File: config.mk
export PLATFORM = sky130hd
export DESIGN_NAME = mem_bus_arbiter
export DESIGN_NICKNAME = d
export VERILOG_FILES = /design/src/rtl/mem_bus_arbiter.sv
export SDC_FILE = /design/constraint.sdc
export NUM_CORES = 1
export LEC_CHECK = 0
export ABC_AREA = 1
export CAP_MARGIN = 20
export CORE_AREA = 3 3 105 107
export CTS_CLUSTER_SIZE = 30
export DETAILED_ROUTE_END_ITERATION = 10
export DIE_AREA = 0 0 108 110
export DONT_BUFFER_PORTS = 1
export HOLD_SLACK_MARGIN = 0.06
export PLACE_DENSITY = 0.54
export SETUP_SLACK_MARGIN = 0.05
export SYNTH_ARGS = -nofsm -noshare
export SYNTH_HDL_FRONTEND = slang
export SYNTH_SLANG_ARGS = --single-unit
File: constraint.sdc
create_clock -name i_clock -period 4.8 [get_ports i_clock]
set_clock_uncertainty 0.15 [all_clocks]
set_input_delay 1.2 -clock i_clock [delete_from_list [all_inputs] [get_ports i_clock]]
set_output_delay 1.2 -clock i_clock [all_outputs]
set_load 0.005 [all_outputs]
File: src/rtl/mem_bus_arbiter.sv
// Shares one single-ported memory between an instruction-fetch requester and
// a data requester. Data has fixed priority. A starvation counter forces a
// fetch grant after STARVE_LIMIT data grants made while a fetch was pending.
// Every access follows IDLE -> ACCESS -> WAIT x WAIT_STATES -> RESP -> IDLE.
module mem_bus_arbiter #(
  parameter int unsigned ADDR_WIDTH   = 32,
  parameter int unsigned DATA_WIDTH   = 32,
  parameter int unsigned WAIT_STATES  = 1,
  parameter int unsigned STARVE_LIMIT = 4
) (
  input  logic                    i_clock,
  input  logic                    i_reset,
  input  logic                    i_inst_req,
  input  logic [ADDR_WIDTH-1:0]   i_inst_addr,
  output logic                    o_inst_ack,
  output logic [DATA_WIDTH-1:0]   o_inst_rdata,
  input  logic                    i_data_req,
  input  logic                    i_data_we,
  input  logic [DATA_WIDTH/8-1:0] i_data_be,
  input  logic [ADDR_WIDTH-1:0]   i_data_addr,
  input  logic [DATA_WIDTH-1:0]   i_data_wdata,
  output logic                    o_data_ack,
  output logic [DATA_WIDTH-1:0]   o_data_rdata,
  output logic                    o_mem_cs,
  output logic                    o_mem_we,
  output logic [DATA_WIDTH/8-1:0] o_mem_be,
  output logic [ADDR_WIDTH-1:0]   o_mem_addr,
  output logic [DATA_WIDTH-1:0]   o_mem_wdata,
  input  logic [DATA_WIDTH-1:0]   i_mem_rdata,
  output logic                    o_busy
);

  localparam int unsigned CNT_WIDTH = 4;
  localparam logic [CNT_WIDTH-1:0] WAIT_LOAD  = CNT_WIDTH'(WAIT_STATES);
  localparam logic [CNT_WIDTH-1:0] STARVE_MAX = CNT_WIDTH'(STARVE_LIMIT);

  typedef enum logic [1:0] {
    ST_IDLE   = 2'd0,
    ST_ACCESS = 2'd1,
    ST_WAIT   = 2'd2,
    ST_RESP   = 2'd3
  } state_t;

  state_t               state;
  state_t               state_next;
  logic                 grant_inst;
  logic                 grant_data;
  logic                 owner_inst;
  logic                 owner_data;
  logic [CNT_WIDTH-1:0] wait_cnt;
  logic [CNT_WIDTH-1:0] starve_cnt;

  // State register
  always_ff @(posedge i_clock) begin
    if (i_reset) begin
      state <= ST_IDLE;
    end else begin
      state <= state_next;
    end
  end

  // Next state and arbitration; requests only matter in IDLE
  always_comb begin
    state_next = state;
    grant_inst = 1'b0;
    grant_data = 1'b0;
    case (state)
      ST_IDLE: begin
        if (i_inst_req || i_data_req) begin
          if (i_inst_req && (!i_data_req || (starve_cnt == STARVE_MAX))) begin
            grant_inst = 1'b1;
          end else begin
            grant_data = 1'b1;
          end
          state_next = ST_ACCESS;
        end
      end
      ST_ACCESS: begin
        state_next = (WAIT_STATES == 0) ? ST_RESP : ST_WAIT;
      end
      ST_WAIT: begin
        if (wait_cnt == CNT_WIDTH'(1)) begin
          state_next = ST_RESP;
        end
      end
      ST_RESP: begin
        state_next = ST_IDLE;
      end
      default: begin
        state_next = ST_IDLE;
      end
    endcase
  end

  // Outputs decoded from state and owner; read data is a gated pass-through
  always_comb begin
    o_mem_cs     = (state == ST_ACCESS);
    o_busy       = (state != ST_IDLE);
    o_inst_ack   = (state == ST_RESP) && owner_inst;
    o_data_ack   = (state == ST_RESP) && owner_data;
    o_inst_rdata = '0;
    o_data_rdata = '0;
    if ((state == ST_RESP) && owner_inst) begin
      o_inst_rdata = i_mem_rdata;
    end
    if ((state == ST_RESP) && owner_data) begin
      o_data_rdata = i_mem_rdata;
    end
  end

  // Owner, memory command registers, wait and starvation counters
  always_ff @(posedge i_clock) begin
    if (i_reset) begin
      owner_inst  <= 1'b0;
      owner_data  <= 1'b0;
      o_mem_we    <= 1'b0;
      o_mem_be    <= '0;
      o_mem_addr  <= '0;
      o_mem_wdata <= '0;
      wait_cnt    <= '0;
      starve_cnt  <= '0;
    end else begin
      if (grant_inst) begin
        owner_inst  <= 1'b1;
        owner_data  <= 1'b0;
        o_mem_we    <= 1'b0;
        o_mem_be    <= '1;
        o_mem_addr  <= i_inst_addr;
        o_mem_wdata <= '0;
      end else if (grant_data) begin
        owner_inst  <= 1'b0;
        owner_data  <= 1'b1;
        o_mem_we    <= i_data_we;
        o_mem_be    <= i_data_be;
        o_mem_addr  <= i_data_addr;
        o_mem_wdata <= i_data_wdata;
      end

      if (grant_inst) begin
        starve_cnt <= '0;
      end else if (grant_data && i_inst_req && (starve_cnt != STARVE_MAX)) begin
        starve_cnt <= starve_cnt + CNT_WIDTH'(1);
      end

      if (state == ST_ACCESS) begin
        wait_cnt <= WAIT_LOAD;
      end else if (state == ST_WAIT) begin
        wait_cnt <= wait_cnt - CNT_WIDTH'(1);
      end
    end
  end

`ifndef SYNTHESIS
  // The owner must keep its request high until its ack cycle
  always @(posedge i_clock) begin
    if (!i_reset && (state != ST_IDLE)) begin
      assert (owner_inst ? i_inst_req : i_data_req)
        else $error("mem_bus_arbiter: owner dropped request before ack");
    end
  end
`endif

endmodule

Yosys cells after proc, flatten, opt, wreduce, memory -nomap -nowiden

Cells that the tools add are included.

Register bits: 81

Add/subtract/negate cells: 2
Eq/ne operators: 8
Reduce and logical (&&, ||, !) cells: 15
Muxes and demuxes: 19

Operator list:

| cell                | number |
|---|---|
| $mux 32             | 4 |
| $mux 1              | 10 |
| $mux 4              | 2 |
| $pmux 2 s4          | 1 |
| $reduce_bool 2->1   | 3 |
| $logic_and 1x1->1   | 5 |
| $add 4x1->4 const B | 1 |
| $eq 2x2->1 const B  | 2 |
| $eq 4x1->1 const B  | 1 |
| $eq 4x3->1 const B  | 1 |
| $mux 2              | 2 |
| $ne 2x2->1 const B  | 2 |
| $ne 4x3->1 const B  | 1 |
| $reduce_or 2->1     | 2 |
| $sub 4x1->4 const B | 1 |
| $eq 2x1->1 const B  | 1 |
| $logic_not 2->1     | 1 |
| $logic_or 1x1->1    | 2 |
| $reduce_and 2->1    | 1 |
| $logic_not 1->1     | 1 |

Depth between registers and ports, before layout

Depth in word-level cells: 8
Mapped depth: 11
Depth with buffers taken out: 9

Worst setup path after synthesis

Ideal clock, no wire load.

Kind: input to output
From: input i_mem_rdata[0]
To: output o_data_rdata[0]
Required time: 3450 ps
Path slack: 2109 ps
Buffers on the path: 0
Data arrival time: 1341 ps
Cell stages on the path: 2
Path through: inv_1 nor2_1

Cells in the longest elaborated chain, start to end: 1

RTL lines:

| element         | RTL line | RTL |
|---|---|---|
| start, declared | 29       | `input logic [DATA_WIDTH-1:0] i_mem_rdata,` |
| $mux 32         | 106      | `if ((state == ST_RESP) && owner_data) begin` |
| end, declared   | 23       | `output logic [DATA_WIDTH-1:0] o_data_rdata,` |

Every way passes these cells.

Worst setup path after layout

From: register state[1]
To: output o_inst_rdata[11]

Cells in the longest elaborated chain, start to end: 3

RTL lines:

| element                | RTL line | RTL |
|---|---|---|
| start, declared        | 44       | `state_t state;` |
| start signal, assigned | 58       | `state <= state_next;` |
| $eq 2x2->1             | 103      | `if ((state == ST_RESP) && owner_inst) begin` |
| $logic_and 1x1->1      | 103      |  |
| $mux 32                | 103      |  |
| end, declared          | 16       | `output logic [DATA_WIDTH-1:0] o_inst_rdata,` |

Every way passes these cells.

==> flow_metrics.env <==
export IMPL_cp_arrival_ns=1.93
export IMPL_status="finished, final reports clean"
export IMPL_ctsResizeCount=0
export IMPL_power_density_mw_per_mm2=556
export IMPL_htreeDepth=3
export IMPL_fin_crit_ns=3.28
export IMPL_critPathCaptureType="output pin"
export IMPL_hold_ws_ns=0.328
export IMPL_ant_nets=0
export IMPL_rows=37
export IMPL_worst_slack_ns=1.52
export IMPL_wl_met1_mm=4.56
export IMPL_seqCellArea_sq_mm=0.00162
export IMPL_place_gp_congestion=0.815
export IMPL_seq_area_frac_synth_pct=38.9
export IMPL_cts_tree="done"
export IMPL_max_stage_delay_ns=0.59
export IMPL_path_max_fanout=33
export IMPL_rsz0062_at_grt="false"
export IMPL_wl_met2_mm=5.67
export IMPL_wl_per_cell_microns=15.7
export IMPL_fp_dieH_microns=110
export IMPL_worstPathRequired_ns=3.45
export IMPL_slew_violations=0
export IMPL_p_leak_nw=2.10
export IMPL_final_cell_mix="140 x nor2_1, 113 x nand2_1, 81 x dfxtp_1"
export IMPL_tightest_slew_ns=1.05
export IMPL_top_layer="met4"
export IMPL_clock_fmax_ghz=0.305
export IMPL_critical_path_class="flop to output pin"
export IMPL_pre_cts_slack_ns=1.17
export IMPL_nets=745
export IMPL_antenna_found_initial=0
export IMPL_grt_util_all_layers_pct=17.6
export IMPL_insertion_delay_ns=0.36
export IMPL_post_route_period_util_pct=68.4
export IMPL_hp_class="flop to flop"
export IMPL_crit_chain="ha_1 > nand2_1 > nor2_1"
export IMPL_layout_drive_gt1_share_pct=4.63
export IMPL_final_common_cell="nor2_1"
export IMPL_ioPinCount=274
export IMPL_grt_pass1_wl_mm=16.6
export IMPL_critPathSlowestCell="nand2_1"
export IMPL_synth_nets=775
export IMPL_areaGrowthSynthToFinish_pct=3.66
export IMPL_drt_iter0_drc=254
export IMPL_finalSetupViolCount=0
export IMPL_setup_tns_ns=0
export IMPL_routed_via_density=5.19
export IMPL_cts_clk_slew_worst_paths_ns=0.09
export IMPL_route_vias_total=3843
export IMPL_grt_max_degree=59
export IMPL_ys_ff_latch=81
export IMPL_cts_buffer_depth=2
export IMPL_start_util_pct=40.7
export IMPL_worstPathBufferInverterCount=0
export IMPL_die_area_sq_mm=0.0119
export IMPL_first_pass_iters=4
export IMPL_drt_total_wl_mm=11.6
export IMPL_grt_pass1_vias=3209
export IMPL_io_buffers=0
export IMPL_clockRootBuffer="clkbuf_8"
export IMPL_wl_met3_mm=1.17
export IMPL_num_antenna_cells=0
export IMPL_fillers=1063
export IMPL_start_kind="flop"
export IMPL_cts_made_buffers=9
export IMPL_multi_input_area_sq_mm=0.00198
export IMPL_dpl_hpwl_mm=8.30
export IMPL_final_hold_violation_count=0
export IMPL_overflow=0
export IMPL_synth_area_sq_mm=0.00417
export IMPL_core_sq_mm=0.0102
export IMPL_critPathTopFamily="simple AND/OR/NAND/NOR gates"
export IMPL_maxCapViolations=0
export IMPL_die_w_microns=108
export IMPL_post_cts_buffers=0
export IMPL_yosys_warnings=0
export IMPL_post_synth_cell_area_avg_sq_um=6.62
export IMPL_drc=0
export IMPL_r2r_slack_ns=1.54
export IMPL_peakVddDrop_mv=0.216
export IMPL_synth_cell_types=23
export IMPL_relSlewSlack_pct=29.5
export IMPL_cts_sinks=81
export IMPL_cts_hold_buf=0
export IMPL_synth_cells=630
export IMPL_finish_utilization_pct=42.2
## synthesized netlist by cell type
cell type / n / area, sq um
inv_1: 78 / 293
buf_6: 8 / 90.1
xor2_1: 3 / 26.3
o21ai_0: 8 / 40.0
a211oi_1: 1 / 7.51
inv_2: 1 / 3.75
nand3_1: 67 / 335
clkbuf_1: 14 / 52.6
a21oi_1: 42 / 210
nand2_4: 3 / 33.8
nand3_2: 2 / 20.0
nand4_1: 34 / 213
dfxtp_1: 81 / 1620
buf_4: 7 / 52.6
nor3_1: 1 / 5.00
nor2_1: 140 / 526
nor2_8: 1 / 20.0
nand2_1: 113 / 424
buf_1: 2 / 7.51
a31oi_1: 1 / 6.26
nor2_4: 1 / 11.3
buf_2: 14 / 70.1
ha_1: 8 / 100
## flip-flops by register name, indices dropped and copies added, names as in the netlist
| signal | flops |
|---|---|
| o_mem_addr | 32 |
| o_mem_wdata | 32 |
| o_mem_be | 4 |
| starve_cnt | 4 |
| wait_cnt | 4 |
| state | 2 |
| o_mem_we | 1 |
| owner_data | 1 |
| owner_inst | 1 |
## power breakdown
part,switching (mW),internal (mW)
clock network,0.296,0.209
logic,0.605,0.287
registers,0.150,0.859
## per-stage QoR
step	std cells	total power, mW	cell area, sq um
2_1_floorplan	630	1.81	4170
3_3_place_gp	724	1.90	4090
3_5_place_dp	724	1.92	4090
4_1_cts	740	2.43	4290
5_1_grt	741	2.63	4320
6_report	741	2.40	4320
## final cells by class
| class | count | share of cell area [%] |
|---|---|---|
| timing repair buffer | 4 | 1.16 |
| multi-input combinational | 425 | 45.8 |
| inverter | 79 | 6.86 |
| tap | 136 | 3.94 |
| clock inverter | 7 | 1.88 |
| sequential | 81 | 37.5 |
| clock buffer | 9 | 2.87 |
## per-layer routing
layer	vias up	global-route usage, %
met1	1733	21.1
met4	0	6.13
met5	-	0
li1	1916	-
met3	16	7.05
met2	178	28.7
## worst min-delay path: cells and delay by family (launching register included)
family	cells	cell delay (ns)
compound gates	1	0.04
simple gates	1	0.07
flops	1	0.34
## final timing paths
path              depth (start not counted)          endpoint       start
setup / recovery                          3  o_inst_rdata[11]    state[1]
hold / removal                            2        owner_data  owner_data
setup reg to reg                          7    o_mem_wdata[8]    state[0]
hold reg to reg                           2        owner_data  owner_data
## cells by family (layout without fill, tap and decap cells)
group / after synthesis / after routing / synth area share (%)
buffers and inverters: 124 / 99 / 13.7
adder cells (fa/ha/maj): 8 / 8 / 2.40
AND/OR/NAND/NOR: 362 / 362 / 38.1
AO/OA/AOI/OAI: 52 / 52 / 6.33
flip-flops: 81 / 81 / 38.9
XOR/XNOR: 3 / 3 / 0.630
Power figures use the tool's default switching activity.
